===== config.mk =====
export PLATFORM = sky130hd
export DESIGN_NAME = pipe_stage_skid
export DESIGN_NICKNAME = d
export VERILOG_FILES = /design/src/rtl/pipe_stage_skid.sv
export SDC_FILE = /design/constraint.sdc
export NUM_CORES = 1
export LEC_CHECK = 0
export ABC_AREA = 1
export CORE_AREA = 5 5 131 133
export CTS_CLUSTER_DIAMETER = 120
export DETAILED_ROUTE_END_ITERATION = 7
export DIE_AREA = 0 0 136 138
export PLACE_DENSITY = 0.75
export SLEW_MARGIN = 20
export SYNTH_ARGS = -nofsm -noshare
export SYNTH_HDL_FRONTEND = slang
export SYNTH_SLANG_ARGS = --single-unit

===== constraint.sdc =====
create_clock -name clk_PIPE -period 1.3 [get_ports clk_PIPE]
set_clock_uncertainty 0.1 [all_clocks]
set_input_delay 0.26 -clock clk_PIPE [delete_from_list [all_inputs] [get_ports clk_PIPE]]
set_output_delay 0.26 -clock clk_PIPE [all_outputs]
set_load 0.02 [all_outputs]

===== src/rtl/pipe_stage_skid.sv =====
// Generic valid/ready pipeline stage register with an optional 2-entry skid buffer.
// Synchronous flush inserts a bubble and drops held beats as well as any beat arriving in the same cycle.
module pipe_stage_skid #(
  parameter int unsigned        DATA_W  = 64,
  parameter bit                 SKID    = 1'b1,
  parameter logic [DATA_W-1:0]  NOP_VAL = '0
) (
  input  logic              clk_PIPE,
  input  logic              rst_n_PIPE,
  input  logic              in_valid_PIPE,
  output logic              in_ready_PIPE,
  input  logic [DATA_W-1:0] in_data_PIPE,
  input  logic              flush_PIPE,
  output logic              out_valid_PIPE,
  input  logic              out_ready_PIPE,
  output logic [DATA_W-1:0] out_data_PIPE,
  output logic [1:0]        occ_PIPE
);

  // The encoding equals the number of held beats, so occ is the state itself.
  typedef enum logic [1:0] {
    ST_EMPTY = 2'd0,
    ST_FULL  = 2'd1,
    ST_SKID  = 2'd2
  } state_e;

  state_e            state_q, state_d;
  logic [DATA_W-1:0] main_q, main_d;
  logic [DATA_W-1:0] skid_q, skid_d;
  logic              ready_q, ready_d;
  logic              alive_q;
  logic              acc, drn;

  assign out_valid_PIPE = (state_q != ST_EMPTY);
  assign out_data_PIPE  = main_q;
  assign occ_PIPE       = state_q;

  // Without the skid, ready must see out_ready directly to keep full throughput.
  assign in_ready_PIPE  = SKID ? ready_q
                               : (alive_q & (~out_valid_PIPE | out_ready_PIPE));

  assign acc = in_valid_PIPE & in_ready_PIPE;
  assign drn = out_valid_PIPE & out_ready_PIPE;

  always_comb begin
    state_d = state_q;
    main_d  = main_q;
    skid_d  = skid_q;
    if (flush_PIPE) begin
      state_d = ST_EMPTY;
      main_d  = NOP_VAL;
      skid_d  = NOP_VAL;
    end else begin
      case (state_q)
        ST_EMPTY: begin
          if (acc) begin
            state_d = ST_FULL;
            main_d  = in_data_PIPE;
          end
        end
        ST_FULL: begin
          if (acc && drn) begin
            main_d = in_data_PIPE;
          end else if (acc && SKID) begin
            state_d = ST_SKID;
            skid_d  = in_data_PIPE;
          end else if (drn) begin
            state_d = ST_EMPTY;
            main_d  = NOP_VAL;
          end
        end
        ST_SKID: begin
          if (drn) begin
            state_d = ST_FULL;
            main_d  = skid_q;
            skid_d  = NOP_VAL;
          end
        end
        default: begin
          state_d = ST_EMPTY;
          main_d  = NOP_VAL;
          skid_d  = NOP_VAL;
        end
      endcase
    end
    ready_d = (state_d != ST_SKID);
  end

  always_ff @(posedge clk_PIPE or negedge rst_n_PIPE) begin
    if (!rst_n_PIPE) begin
      state_q <= ST_EMPTY;
      main_q  <= NOP_VAL;
      skid_q  <= NOP_VAL;
      ready_q <= 1'b0;
      alive_q <= 1'b0;
    end else begin
      state_q <= state_d;
      main_q  <= main_d;
      skid_q  <= skid_d;
      ready_q <= ready_d;
      alive_q <= 1'b1;
    end
  end

endmodule


==> impl_metrics.json <==
{
  "status": "finished with violations",
  "violations": "setup timing",
  "cp_data_arrival_time_ns": 2.04,
  "syn_to_final_growth_pct": 56.28,
  "use_met3_pct": 4.898,
  "tightest_slew_ns": 0.4595,
  "wirelength_um": 27810,
  "grt_usage_pct": 26.31,
  "cts_tree": "done",
  "ant_nets": 0,
  "multi_input_area_mm2": 0.003963,
  "grt.busiest_layer": "met2",
  "globalRouteMet2Util_pct": 43.21,
  "setup_viol": 198,
  "drt_pass1_iterations": 5,
  "yosysSeqAreaShare_pct": 45.02,
  "stdcell_count": 1490,
  "coreArea_mm2": 0.01571,
  "via_count": 8313,
  "slew_headroom_pct": 69.37,
  "period_minus_slack_ns": 1.782,
  "cts_max_level": 4,
  "nets": 1329,
  "design.die.area_mm2": 0.01877,
  "p_leak_uw": 0.005722,
  "yosys.area.top_type_share_pct": 45.02,
  "grt_use_met1_pct": 33.57,
  "final.setup.worst_slack_ns": -0.4824,
  "worstSetupPathType": "reg -> reg",
  "yosys.area.top_type": "dfrtp_1",
  "worstPathRequired_ns": 1.55,
  "die_w_um": 136,
  "grt_first_pass_wirelength_um": 40140,
  "clock.fmax_mhz": 561.0,
  "syn_area_mm2": 0.007281,
  "rows": 46,
  "r2r-start": "occ_PIPE[0]",
  "fin_crit_sh_pct": 137.1,
  "syn-num-nets": 1127,
  "fin_tns_setup_ns": -54.85,
  "rsz0062_at_grt": "yes",
  "seq_area_mm2": 0.003282,
  "hold_viol_final": 0,
  "place.gp.congestion": 0.7760,
  "portBuffers": 136,
  "post-place-cells": 1387,
  "ys_ff_latch": 131,
  "synth.distinct_cells": 20,
  "grt_max_degree": 41,
  "layout_commonest_cell": "nand2_1",
  "drv_slew": 0,
  "dp_hpwl_um": 14240,
  "cp-startpoint": "occ_PIPE[0]",
  "numCtsBuffers": 17,
  "min_from": "flush_PIPE",
  "nFillCells": 1103,
  "final_cell_mix": "nand2_1, nor2_1, dfrtp_1",
  "ys_warn_count": 0,
  "grt_antenna_before_repair": 0,
  "first_global_vias": 8017,
  "start_kind": "flip-flop",
  "cts_root_buf": "clkbuf_16",
  "wl_per_cell_um": 18.67,
  "die_h_um": 138,
  "path_clk_slew_ns": 0.06,
  "clk_latency_ns": 0.43,
  "clockBufferDepth": 2,
  "dr.first_iter.drc_count": 901,
  "synth_area_leaders": "dfrtp_1, nand2_1, nand3_1",
  "ioPinCount": 137,
  "drc_errors": 0,
  "layout-drive-gt1-share_pct": 27.10,
  "initial_core_util_pct": 46.34,
  "path_max_fanout": 7,
  "power_density_mw_per_mm2": 1181,
  "netlist_instances": 1058,
  "setup.worst_path.end_class": "flip-flop",
  "max-vdd-ir-drop_mv": 0.9890,
  "cap_violations": 0,
  "synth_area_per_cell_um2": 6.882,
  "holdCritPathClass": "in -> reg",
  "viasPerCell": 5.579,
  "clkSinkCount": 131,
  "gr-total-overflow": 0,
  "rrSetupSlack_ns": -0.48
}
-- state kept, by name, summed over array words and instances, names as in the netlist --
register and count:
out_data_PIPE 64, skid_q 64, occ_PIPE 2, in_ready_PIPE 1
-- critical path: stages, from the launching register on --
cell     delay (ns)
dfrtp_2        0.40
buf_6          0.14
inv_4          0.04
nand2_4        0.07
nand2_2        0.05
nand2_2        0.10
buf_6          0.12
nand3_4        0.09
buf_12         0.15
buf_8          0.13
buf_12         0.15
o21ai_1        0.14
-- metal layers --
layer | share of wire [%] | wire (um) | vias up
met5 | 0 | 0 | -
met4 | 4.4 | 1218 | 0
met3 | 9.6 | 2665 | 111
met2 | 48 | 13330 | 525
met1 | 38 | 10600 | 3925
li1 | - | - | 3752
-- cell families after synthesis --
| kind of cell | count (synthesis) | synth area share (%) |
|---|---|---|
| AO/OA/AOI/OAI | 52 | 3.609 |
| buffers and inverters | 117 | 8.575 |
| AND/OR/NAND/NOR | 758 | 42.79 |
| flip-flops | 131 | 45.02 |
-- final cells by class --
cell class              instances  area share, %
clock inverters                 9          1.320
repair buffers                261          26.96
diodes                          1        0.02199
well taps                     216          2.375
multi-input cells             811          34.83
flip-flops and latches        131          28.84
clock buffers                  23          4.289
inverters                      38          1.364
-- synthesized netlist by cell type --
cell,instances
nand3_1,168
o21ai_1,50
inv_1,36
a21oi_1,1
buf_2,32
dfrtp_1,131
inv_2,1
nand2_4,1
clkbuf_1,24
buf_6,15
nand2_1,399
buf_4,8
a22oi_1,1
nand4_1,1
nor2_2,1
inv_4,1
nand2_2,3
nor3_1,14
nor2_1,168
nor2_4,3
-- power by group --
group	switching [uW]	internal, uW
Sequential	233	4390
Clock	1880	3400
Combinational	1910	1620
Total	4020	9420
-- path summary, 6_finish.rpt --
check                      cells after the start           endpoint
min                                            4        occ_PIPE[0]
max                                           11  out_data_PIPE[54]
max in group asynchronous                      3  out_data_PIPE[46]
min in group asynchronous                      2  out_data_PIPE[23]
min reg2reg                                    2         skid_q[46]
max reg2reg                                   11  out_data_PIPE[54]
-- per-stage QoR --
| step | cell area (um2) | hold WS [ns] | power, uW | worst slack (ns) | utilization (%) |
|---|---|---|---|---|---|
| 2_1_floorplan | 7705 | -0.1356 | 6125 | -0.1926 | - |
| 3_3_place_gp | 9455 | 0.04907 | 7294 | -0.5839 | 60.18 |
| 3_5_place_dp | 9455 | 0.04932 | 7324 | -0.6472 | 60.18 |
| 4_1_cts | 10960 | 0.07032 | 13040 | -0.3846 | 69.76 |
| 5_1_grt | 11380 | 0.1544 | 13870 | -0.5160 | 72.40 |
| 6_report | 11380 | 0.1464 | 13440 | -0.4824 | 72.42 |
-- repair_timing --
action	4_1_cts	5_1_grt
hold buffers	1	0
setup buffers	45	4
hold endpoints to repair	131	0
pin swaps	8	6
resized for setup	464	24
cloned	6	16
setup endpoints to repair	199	199
(Power assumes the default switching activity.)
